## src/rtl/fpu_sched_pkg.sv

```systemverilog
`default_nettype none
// ---------------------------------------------------------------------------
// fpu_sched_pkg : shared types/defaults for the fsqrt issue scheduler  (rev 1.0)
// ---------------------------------------------------------------------------
package fpu_sched_pkg;

   localparam int DEF_LATENCY = 2;
   localparam int DEF_DEPTH   = 4;

   typedef struct packed {
      logic       valid;
      logic       src;
      logic [4:0] rd;
   } tag_t;

   typedef struct packed {
      logic [31:0] data;
      logic [4:0]  rd;
      logic        src;
   } res_t;

endpackage
`default_nettype wire

```

## src/rtl/fsqrt_res_fifo.sv

```systemverilog
`default_nettype none
// ---------------------------------------------------------------------------
// fsqrt_res_fifo : in-order result buffer feeding writeback          (rev 1.0)
// ---------------------------------------------------------------------------
module fsqrt_res_fifo
   import fpu_sched_pkg::*;
#(
   parameter int DEPTH = DEF_DEPTH
) (
   input  logic                     clk,
   input  logic                     rstn,
   input  logic                     push,
   input  res_t                     push_data,
   input  logic                     pop,
   output logic                     valid,
   output res_t                     head,
   output logic [$clog2(DEPTH):0]   count
);

   localparam int AW = $clog2(DEPTH);

   res_t          mem [DEPTH];
   logic [AW-1:0] wptr;
   logic [AW-1:0] rptr;

   always_ff @(posedge clk) begin
      if (push)
         mem[wptr] <= push_data;
   end

   always_ff @(posedge clk) begin
      if (!rstn) begin
         wptr  <= '0;
         rptr  <= '0;
         count <= '0;
      end else begin
         if (push)
            wptr <= wptr + AW'(1);
         if (pop)
            rptr <= rptr + AW'(1);
         case ({push, pop})
            2'b10:   count <= count + (AW + 1)'(1);
            2'b01:   count <= count - (AW + 1)'(1);
            default: count <= count;
         endcase
      end
   end

   assign valid = (count != '0);
   assign head  = mem[rptr];

   // Credit accounting upstream must make a full-FIFO push impossible.
   assert property (@(posedge clk) disable iff (!rstn)
      (push && !pop) |-> (count < (AW + 1)'(DEPTH)));

endmodule
`default_nettype wire

```

## src/rtl/fsqrt_sched.sv

```systemverilog
`default_nettype none
// ---------------------------------------------------------------------------
// fsqrt_sched : 2-way round-robin issue to an external fixed-latency fsqrt,
//               credit-limited in-order writeback                    (rev 1.0)
// ---------------------------------------------------------------------------
module fsqrt_sched
   import fpu_sched_pkg::*;
#(
   parameter int LATENCY = DEF_LATENCY,
   parameter int DEPTH   = DEF_DEPTH
) (
   input  logic        clk,
   input  logic        rstn,
   input  logic        req0_valid,
   output logic        req0_ready,
   input  logic [31:0] req0_x,
   input  logic [4:0]  req0_rd,
   input  logic        req1_valid,
   output logic        req1_ready,
   input  logic [31:0] req1_x,
   input  logic [4:0]  req1_rd,
   output logic [31:0] sq_x,
   output logic        sq_flagin,
   output logic [4:0]  sq_addin,
   input  logic [31:0] sq_y,
   input  logic        sq_flagout,
   input  logic [4:0]  sq_addout,
   output logic        wb_valid,
   input  logic        wb_ready,
   output logic [31:0] wb_data,
   output logic [4:0]  wb_rd,
   output logic        wb_src
);

   localparam int CW = $clog2(DEPTH) + 1;
   localparam int OW = CW + 1;

   tag_t          tags [LATENCY];
   logic          last_src;
   logic [CW-1:0] fifo_count;
   logic          fifo_valid;
   res_t          fifo_head;
   res_t          captured;
   logic [OW-1:0] occupancy;
   logic          credit;
   logic          acc0;
   logic          acc1;
   logic          accept;
   logic          pop;

   // Occupancy uses registered state only, so a pop this cycle frees nothing yet.
   always_comb begin
      occupancy = OW'(fifo_count);
      for (int i = 0; i < LATENCY; i++)
         occupancy = occupancy + OW'(tags[i].valid);
   end

   assign credit     = rstn && (occupancy < OW'(DEPTH));
   assign req0_ready = credit && (!req1_valid || last_src);
   assign req1_ready = credit && (!req0_valid || !last_src);
   assign acc0       = req0_valid && req0_ready;
   assign acc1       = req1_valid && req1_ready;
   assign accept     = acc0 || acc1;

   assign sq_flagin = accept;
   assign sq_x      = acc0 ? req0_x  : (acc1 ? req1_x  : '0);
   assign sq_addin  = acc0 ? req0_rd : (acc1 ? req1_rd : '0);

   always_ff @(posedge clk) begin
      if (!rstn) begin
         last_src <= 1'b1;
         for (int i = 0; i < LATENCY; i++)
            tags[i] <= '0;
      end else begin
         if (accept)
            last_src <= acc1;
         tags[0] <= tag_t'{valid: accept, src: acc1, rd: sq_addin};
         for (int i = 1; i < LATENCY; i++)
            tags[i] <= tags[i-1];
      end
   end

   assign captured = res_t'{data: sq_y, rd: tags[LATENCY-1].rd, src: tags[LATENCY-1].src};

   fsqrt_res_fifo #(
      .DEPTH (DEPTH)
   ) u_fifo (
      .clk       (clk),
      .rstn      (rstn),
      .push      (tags[LATENCY-1].valid),
      .push_data (captured),
      .pop       (pop),
      .valid     (fifo_valid),
      .head      (fifo_head),
      .count     (fifo_count)
   );

   assign wb_valid = rstn && fifo_valid;
   assign pop      = wb_valid && wb_ready;
   assign wb_data  = wb_valid ? fifo_head.data : '0;
   assign wb_rd    = wb_valid ? fifo_head.rd   : '0;
   assign wb_src   = wb_valid ? fifo_head.src  : 1'b0;

   // The passthrough is only cross-checked, never trusted; stale returns with no local tag are ignored.
   assert property (@(posedge clk) disable iff (!rstn)
      tags[LATENCY-1].valid |-> (sq_flagout && (sq_addout == tags[LATENCY-1].rd)));

endmodule
`default_nettype wire

```

## config.mk

```make
export PLATFORM = sky130hd
export DESIGN_NAME = fsqrt_sched
export DESIGN_NICKNAME = d
export VERILOG_FILES = /design/src/rtl/fpu_sched_pkg.sv /design/src/rtl/fsqrt_res_fifo.sv /design/src/rtl/fsqrt_sched.sv
export SDC_FILE = /design/constraint.sdc
export NUM_CORES = 1
export LEC_CHECK = 0
export ABC_AREA = 1
export CAP_MARGIN = 30
export CORE_ASPECT_RATIO = 2
export CORE_MARGIN = 1.5
export CORE_UTILIZATION = 41
export CTS_CLUSTER_SIZE = 12
export DETAILED_ROUTE_END_ITERATION = 10
export DONT_BUFFER_PORTS = 1
export SLEW_MARGIN = 30
export SYNTH_ARGS = -nofsm -noshare
export SYNTH_HDL_FRONTEND = slang
export SYNTH_SLANG_ARGS = --single-unit
```

## constraint.sdc

```tcl
create_clock -name clk -period 5.6 [get_ports clk]
set_clock_uncertainty 0.15 [all_clocks]
set_input_delay 0.28 -clock clk [delete_from_list [all_inputs] [get_ports clk]]
set_output_delay 0.28 -clock clk [all_outputs]
set_load 0.01 [all_outputs]
```

==> metrics.csv <==
metric,value,unit
Pins Over Slew Limit,0,
syn avg cell area,10.7,um^2
Worst Setup Path Type,input port to primary output,
final cell count without fillers,948,
Max Clock Freq,322,MHz
peak supply drop,174,uV
RSZ-0062 raised after global routing,no,
WL final,17100,um
post-CTS resize count,0,
Setup crit end kind,primary output,
overall power,2.79,mW
post-route clock period utilization,0.554,
Synth Cell Area,7460,um^2
GR Util All Layers,0.178,
GR Overflow Total,0,
"Net Count, Synth",819,
Hold Startpoint,rstn,
H-tree levels,4,
final count of hold timing violations,0,
cell area after layout,8560,um^2
row cnt,69,
static leakage,3.22,nW
first-pass GRT wire length,25700,um
Total Nets Final,845,
WP buf/inv,2,
Sink Count,176,
Cells after Synth,695,
setup TNS,0,ps
DIE AREA,19100,um^2
"flops & latches, synth",176,
Slew @ Worst Pin,910,ps
PwrDens,326,nW/um^2
CTS clock-pin slew for the worst setup and hold paths,60,ps
Synth cell types,26,
via count,5085,
CTS Buf Count,17,
Fillers,1567,
Hold WC Path Type,input port to flop,
setup slack at placement,2910,ps
initial antenna violation count,1,
Final min period,3100,ps
top cell type's share of synthesized area,0.612,
DR iter-0 viols,214,
first-pass iteration count of the detailed router,6,
status,completed,
initial core utilization,0.419,
Placed Instance Area,7520,um^2
cell taking the most area after synthesis,edfxtp_1,
Ys Warns,0,
Buffers on Ports,0,
Worst slew margin,0.392,
layout cells sized above 1,0.0763,
# setup viols final,0,
Clock Latency Late Sink,420,ps
Worst EP arrival,2670,ps
CTS tree,yes,
HPWL Detailed,10400,um
CTS Buffer Depth,2,
Worst EP required,5170,ps
core area,17800,um^2
worst-path fanout max,38,
Slowest cell on crit path,dlygate4sd3_1,
sequential area share after synthesis,0.676,
post-CTS setup buffers,0,
Synth-to-Final Area Change,14.7,%
"slowest stage delay, CP",920,ps
Root Buffer Master,clkbuf_16,
Final ANT Viol Nets,0,
gpl congestion,0.958,
startpoint types,input port,
Max-Cap Viols,0,
post-placement cell count,868,
DR vias/cell,5.36,
DRC Markers,0,
Die W,98.4,um
Routed WL per cell,18.0,um
CP top delay family,simple AND/OR/NAND/NOR gates,
largest net degree at the start of global routing,78,
CP cell instances,dlygate4sd3_1 > inv_4 > nor2_8 > nand2_2 > nor2_4 > nand3_1 > nand2_1,
Setup WS post-layout,2500,ps
synth top area cells,"edfxtp_1 (61%), nor2_1 (8.1%), dfxtp_1 (6.4%), nand2_1 (5.4%), o21ai_0 (5.3%)",
vias in the first global route,5110,
Boundary Pins,196,
r2r startpoint,tags[0][13],
Die Span Y,194,um
Worst Setup SP,rstn,
registers in the layout (all words and copies together), names as in the netlist, named ones only:
name          flops
u_fifo.count      3
last_src          1
u_fifo.mem      152
u_fifo.wptr       2
tags             14
u_fifo.rptr       2
report_power, final:
group / total, mW / internal, mW / switching [mW] / leakage [nW]
combinational: 0.219 / 0.0647 / 0.154 / 1.35
clock: 1.11 / 0.645 / 0.462 / 0.283
sequential: 1.47 / 1.46 / 0.0105 / 1.59
total: 2.79 / 2.17 / 0.627 / 3.22
final cells by class:
cell class / instances / area (um^2) / area share
clock inverter: 7 / 43.8 / 0.00512
clock buffer: 25 / 518 / 0.0605
inverter: 31 / 131 / 0.0154
sequential: 176 / 5050 / 0.590
multi-input combinational: 445 / 2060 / 0.240
antenna: 1 / 2.50 / 0.000292
tap: 213 / 267 / 0.0311
timing repair buffer: 50 / 493 / 0.0576
cell usage after synthesis (all sizes together):
cell type / number
nor2: 162
edfxtp: 152
nand2: 109
o21ai: 80
a21oi: 44
nand3: 40
inv: 31
buf: 25
dfxtp: 24
clkbuf: 18
ha: 6
nand4: 3
fa: 1
worst min-delay path: cells and delay by family:
family           cells  cell delay, ps
and+or+nand+nor      3             270
metrics by stage:
step / utilization / hold WS [ps]
finish: 0.481 / 27.7
global route: 0.481 / 50.0
CTS: 0.481 / 2.64
detailed placement: 0.423 / 229
global placement: 0.422 / 229
floorplan: - / 229
final timing paths:
| check | to | slack (ps) | cells past startpoint |
|---|---|---|---|
| setup / recovery | sq_x[7] | 2500 | 7 |
| hold / removal | flop | 30 | 3 |
| setup reg to reg | tags[0][3] | 2770 | 9 |
| hold reg to reg | tags[0][7] | 260 | 2 |
routing by layer:
metal	track usage	routed length [um]	vias up
li1	-	-	2413
met2	0.351	9630	221
met1	0.157	5800	2412
met5	0	0	-
met3	0.0364	822	39
met4	0.111	847	0
what timing repair did:
action	4_1_cts	5_1_grt
hold endpoints to repair	151	0
hold buffers	47	0
endpoints found under the setup margin	0	0
layout by cell type, fill, tap and decap left out:
master         Yosys  final
fa_1               1      1
o21ai_0           79     79
diode_2            0      1
inv_4              1     10
nand4_1            2      2
nand2_4            0      1
dfxtp_2            0      2
nor2_1           160    160
o21ai_1            1      1
dfxtp_1           24     22
inv_2              1      1
buf_4              4      3
clkbuf_1          14      4
edfxtp_1         152    152
dlygate4sd3_1      0     47
clkbuf_16          0     19
nor2_4             1      1
ha_1               6      6
clkinv_4           0      1
nor2_8             1      1
nand2_2            1      1
a21oi_1           44     44
clkbuf_8           0      2
clkinv_2           0      2
nand3_1           29     29
nand4_4            1      1
inv_1             29     24
nand3_2           11     11
nand2_1          108    107
cell families after synthesis:
logic type / count (synthesis) / synth area share
DFF: 176 / 0.676
and+or+nand+nor: 314 / 0.179
AOI/OAI and AO/OA: 124 / 0.0832
adders and majority gates: 7 / 0.0127
buffers and inverters: 74 / 0.0491
Note: power is estimated with default switching activity, not from simulation.
